$ cat src/rtl/locking_rr_port_sched_pkg.sv
// Shared definitions for the locking round-robin port scheduler:
// state encoding and a one-hot rotate helper.
package locking_rr_port_sched_pkg;

  localparam logic STATE_IDLE   = 1'b0;
  localparam logic STATE_LOCKED = 1'b1;

  // Widest requester vector the rotate helper handles
  localparam int unsigned MAX_REQS = 64;

  typedef enum logic {
    ST_IDLE   = STATE_IDLE,
    ST_LOCKED = STATE_LOCKED
  } state_t;

  // Rotate the low n bits of vec left by one; bit n-1 wraps to bit 0
  function automatic logic [MAX_REQS-1:0] rotl1_onehot(
    input logic [MAX_REQS-1:0] vec,
    input int unsigned         n
  );
    logic [MAX_REQS-1:0] res;
    res = '0;
    for (int unsigned i = 0; i < MAX_REQS; i++) begin
      if (i < n) begin
        if (i == n - 32'd1) begin
          res[0] = vec[i];
        end else begin
          res[i + 32'd1] = vec[i];
        end
      end else begin
        res[i] = 1'b0;
      end
    end
    return res;
  endfunction

endpackage

$ cat src/rtl/locking_rr_port_sched_rr_grant_logic.sv
// Combinational round-robin picker: scans reqs circularly starting at the
// one-hot priority bit, using a doubled token chain so no loop is formed.
module rr_grant_logic #(
  parameter int unsigned p_num_reqs = 4
) (
  input  logic [p_num_reqs-1:0] prio,
  input  logic [p_num_reqs-1:0] reqs,
  output logic [p_num_reqs-1:0] grants
);

  logic [2*p_num_reqs:0]   token_s;
  logic [2*p_num_reqs-1:0] hit_s;

  // Token enters at the priority bit in the first copy only and dies at the first request
  always_comb begin
    token_s = '0;
    hit_s   = '0;
    for (int unsigned i = 0; i < 2 * p_num_reqs; i++) begin
      logic live;
      if (i < p_num_reqs) begin
        live = token_s[i] | prio[i % p_num_reqs];
      end else begin
        live = token_s[i];
      end
      hit_s[i]       = live & reqs[i % p_num_reqs];
      token_s[i + 1] = live & ~reqs[i % p_num_reqs];
    end
    grants = hit_s[p_num_reqs-1:0] | hit_s[2*p_num_reqs-1:p_num_reqs];
  end

endmodule

$ cat src/rtl/locking_rr_port_sched.sv
// Round-robin scheduler sharing one val/rdy port among requesters; a grant
// is held until a last beat is accepted, then priority rotates past the winner.
module locking_rr_port_sched
  import locking_rr_port_sched_pkg::*;
#(
  parameter int unsigned p_num_reqs  = 4,
  parameter int unsigned p_msg_nbits = 32
) (
  input  logic                              clk,
  input  logic                              reset,
  input  logic [p_num_reqs-1:0]             in_val,
  output logic [p_num_reqs-1:0]             in_rdy,
  input  logic [p_num_reqs*p_msg_nbits-1:0] in_msg,
  input  logic [p_num_reqs-1:0]             in_last,
  output logic                              out_val,
  input  logic                              out_rdy,
  output logic [p_msg_nbits-1:0]            out_msg,
  output logic                              out_last,
  output logic [p_num_reqs-1:0]             out_owner,
  output logic                              busy
);

  localparam logic [p_num_reqs-1:0] PRIO_RESET = {{(p_num_reqs-1){1'b0}}, 1'b1};

  state_t                  state_r, state_s;
  logic [p_num_reqs-1:0]   prio_r, prio_s;
  logic [p_num_reqs-1:0]   owner_r, owner_s;
  logic [p_num_reqs-1:0]   grant_s;
  logic [p_num_reqs-1:0]   sel_s;
  logic [p_msg_nbits-1:0]  msg_s;
  logic                    val_s;
  logic                    last_s;
  logic                    fire_s;
  logic [MAX_REQS-1:0]     rot_in_s;
  logic [MAX_REQS-1:0]     rot_out_s;

  rr_grant_logic #(
    .p_num_reqs (p_num_reqs)
  ) u_grant (
    .prio   (prio_r),
    .reqs   (in_val),
    .grants (grant_s)
  );

  // Select the routed requester and mux its beat onto the shared port
  always_comb begin
    if (state_r == ST_LOCKED) begin
      sel_s = owner_r;
    end else begin
      sel_s = grant_s;
    end
    msg_s = '0;
    for (int unsigned i = 0; i < p_num_reqs; i++) begin
      msg_s = msg_s | (in_msg[i*p_msg_nbits +: p_msg_nbits] & {p_msg_nbits{sel_s[i]}});
    end
    val_s     = |(in_val & sel_s);
    last_s    = |(in_last & sel_s);
    fire_s    = val_s & out_rdy;
    rot_in_s  = '0;
    rot_in_s[p_num_reqs-1:0] = sel_s;
    rot_out_s = rotl1_onehot(rot_in_s, p_num_reqs);
  end

  // Next-state logic: lock on any unfinished grant, release and rotate on last beat
  always_comb begin
    state_s = state_r;
    prio_s  = prio_r;
    owner_s = owner_r;
    case (state_r)
      ST_IDLE: begin
        if (|grant_s) begin
          if (fire_s && last_s) begin
            prio_s = rot_out_s[p_num_reqs-1:0];
          end else begin
            state_s = ST_LOCKED;
            owner_s = grant_s;
          end
        end else begin
          state_s = ST_IDLE;
        end
      end
      ST_LOCKED: begin
        if (fire_s && last_s) begin
          state_s = ST_IDLE;
          prio_s  = rot_out_s[p_num_reqs-1:0];
          owner_s = '0;
        end else begin
          state_s = ST_LOCKED;
        end
      end
      default: begin
        state_s = ST_IDLE;
        prio_s  = PRIO_RESET;
        owner_s = '0;
      end
    endcase
  end

  // State, priority and owner registers
  always_ff @(posedge clk or posedge reset) begin
    if (reset) begin
      state_r <= ST_IDLE;
      prio_r  <= PRIO_RESET;
      owner_r <= '0;
    end else begin
      state_r <= state_s;
      prio_r  <= prio_s;
      owner_r <= owner_s;
    end
  end

  // Port outputs, forced quiet while reset is held
  always_comb begin
    if (reset) begin
      out_val   = 1'b0;
      out_msg   = '0;
      out_last  = 1'b0;
      in_rdy    = '0;
      out_owner = '0;
      busy      = 1'b0;
    end else begin
      out_val   = val_s;
      out_msg   = msg_s;
      out_last  = last_s;
      in_rdy    = sel_s & {p_num_reqs{out_rdy}};
      out_owner = sel_s;
      busy      = (state_r == ST_LOCKED);
    end
  end

endmodule

$ cat config.mk
export PLATFORM = sky130hd
export DESIGN_NAME = locking_rr_port_sched
export DESIGN_NICKNAME = d
export VERILOG_FILES = /design/src/rtl/locking_rr_port_sched_pkg.sv /design/src/rtl/locking_rr_port_sched_rr_grant_logic.sv /design/src/rtl/locking_rr_port_sched.sv
export SDC_FILE = /design/constraint.sdc
export NUM_CORES = 1
export LEC_CHECK = 0
export CAP_MARGIN = 10
export CORE_MARGIN = 4
export CORE_UTILIZATION = 26
export DETAILED_ROUTE_END_ITERATION = 8
export GPL_ROUTABILITY_DRIVEN = 0
export HOLD_SLACK_MARGIN = 0.06
export PLACE_DENSITY_LB_ADDON = 0.25
export SLEW_MARGIN = 20
export SYNTH_ARGS = -nofsm -noshare
export SYNTH_HDL_FRONTEND = slang
export SYNTH_SLANG_ARGS = --single-unit
$ cat constraint.sdc
create_clock -name clk -period 2.9 [get_ports clk]
set_input_delay 0.435 -clock clk [delete_from_list [all_inputs] [get_ports clk]]
set_output_delay 0.435 -clock clk [all_outputs]
set_load 0.005 [all_outputs]
==> results.toml <==
[status]
status = "finished, final reports clean"

[placement]
dp.cells = 475
hpwl_mm = 7.02
port_buffers = 181

[worst_setup_path]
cp_cell_sequence = "clkdlybuf4s15_2, buf_4, nor2b_1, o311ai_4, nand3_2, buf_6, inv_1, nor2_1, clkdlybuf4s50_1"
worstPathRequired_ns = 2.47
crit_buf_inv = 5
critPathArrivalTime_ns = 2.39
cpPeakStageDelay_ns = 0.52
cpMaxStageDelayCell = "clkdlybuf4s50_1"
worst-path-stages = 9
crit_fanout = 20
path_delay_family = "buffers and inverters"
r2r_cells = 11
start_kind = "input port"
crit_path_end_kind = "output port"
path_class = "in2out"

[synth]
synth_cell_types = 34
synthesis.area_um2 = 1460
synth_top_area_share_pct = 22.0
ys_async_sr_fraction_pct = 100
ys_seq_area_share_pct = 15.5
synth_enable_flop_cells = 0
synth_ff_type = "dfrtp_1"
syn_inst = 212
synth_seq_cells = 9
synth_top_area_cell = "a222oi_1"
yosys_warnings = 0
postSynthAreaPerCell_um2 = 6.87
synth_nets = 351
synth_area_leaders = "a222oi_1, dfrtp_1, a21oi_1"

[run]
cap_viol_max_count = 0

[floorplan]
ios = 182
start_util_pct = 27.6
rows = 26
dieArea_um2 = 6860
die_y_um = 82.8
core-area_um2 = 5270
die_width_um = 82.8

[detailed_routing]
vias = 2662
drt-initial-drc-count = 242
viasPerCell = 5.45
drc = 0
wl_per_cell_um = 18.3
ant_nets = 0
wl_mm = 8.93
dr.pass1.iters = 5

[clocking]
cts_sinks = 9
clk_latency_ns = 0.23
cts_inserted_buffers = 3
clk_pin_slew_ns = 0.04
htreeDepth = 1
cts_buffer_depth = 2
cts-root-buf = "clkbuf_8"
cts_tree = "yes"

[timing]
max_clock_freq_mhz = 353
worst_slew_margin_rel_pct = 65.5
clock_skew_ns = 0.00107
hold_viol = 0
finalCritPeriodShare_pct = 97.6
worst_pin_slew_ns = 0.505
finalCriticalPeriod_ns = 2.83
slew_viol_final = 0
final-setup-viol-count = 0

[cells_and_area]
syn2layout_area_growth_pct = 158
diodes = 0
final_cell_mix = "clkdlybuf4s50_1, nand2_1, a21oi_1, a222oi_1, buf_4"
final_common_cell = "clkdlybuf4s50_1"
drive_above_1_share_pct = 16.0
finalNonFillerCells = 488
fin_nets = 558
final_util_pct = 71.3

[pwr]
p_per_area_nw_per_um2 = 130
vdd_ir_drop_max_mv = 0.125
p_leak_nw = 1.66

[grt]
grt_overflow = 0
grt_max_degree = 39
grt_usage_pct = 24.0
grt_pass1_vias = 2662
grt_pass1_wl_mm = 13.5
antenna_found_initial = 0

[hold_path]
hold_path.class = "in2async"
state kept, by name, indices dropped and copies added, names as in the netlist:
signal	cells
prio_r	4
owner_r	4
state_r	1
power by group:
part / switching, mW / leakage, nW / internal, mW
Clock: 0.0464 / 0.0228 / 0.0955
Sequential: 0 / 0.110 / 0.126
Combinational: 0.0526 / 1.53 / 0.168
Total: 0.0990 / 1.66 / 0.390
routing by layer:
metal  vias up  part of all wire [%]  GRT usage [%]
li1       1265                     -              -
met1      1244                    36           26.1
met2       135                    53           45.0
met3        18                   7.8           6.04
met4         0                   3.1           7.88
met5         -                     0              0
synthesized netlist by cell type, types with 2 or more instances:
| cell type | instances |
|---|---|
| o211ai_1 | 3 |
| and2_1 | 4 |
| nor3_1 | 4 |
| dfrtp_1 | 8 |
| nor2_1 | 15 |
| o311ai_0 | 3 |
| nor2b_1 | 4 |
| inv_1 | 6 |
| nand2_1 | 40 |
| a222oi_1 | 32 |
| nand3_1 | 7 |
| and3_1 | 3 |
| o21ai_0 | 4 |
| clkbuf_1 | 18 |
| nor4b_1 | 2 |
| mux2_4 | 4 |
| a21oi_1 | 37 |
| nand2b_1 | 2 |
cell families after synthesis:
group | count (synthesis) | share of synthesized area, %
AOI/OAI and AO/OA | 86 | 44.5
and+or+nand+nor | 86 | 27.7
buffers and inverters | 26 | 7.30
DFF | 9 | 15.6
muxes | 5 | 4.90
final timing paths:
check / startpoint / to / slack, ns
max: in_val[3] / in_rdy[3] / 0.07
min: reset / owner_r[3] / 0.49
max reg2reg: prio_r[0] / prio_r[2] / 0.25
min reg2reg: owner_r[1] / owner_r[1] / 0.58
max in group asynchronous: reset / state_r / 2.02
min in group clk: owner_r[1] / owner_r[1] / 0.58
what timing repair did:
item / CTS / global route
hold endpoints to repair: 0 / 0
gates resized for setup: 53 / 15
cloned: 1 / 0
pin swaps: 7 / 7
hold buffers: 0 / 0
setup endpoints to repair: 40 / 7
buffers inserted: 7 / 1
per-stage QoR:
stage	power [mW]	hold WS, ns	setup slack (ns)	setup TNS, ns	instance area, um^2
after global placement	0.343	0.556	-0.358	-13.38	3560
after global routing	0.513	0.510	-0.00634	-0.0104	3760
after CTS	0.491	0.490	-0.0448	-0.192	3700
final	0.489	0.488	0.0703	0	3760
after detailed placement	0.345	0.565	-0.410	-14.93	3560
after floorplan	0.144	0.275	0.549	0	1460
area by class of cell:
| cell class | count | area [um^2] |
|---|---|---|
| clock buffer | 4 | 45.0 |
| timing repair buffer | 222 | 2180 |
| tap | 70 | 87.6 |
| sequential | 9 | 228 |
| fill | 437 | 1510 |
| inverter | 6 | 22.5 |
| multi-input combinational | 177 | 1200 |
(Power assumes the default switching activity.)
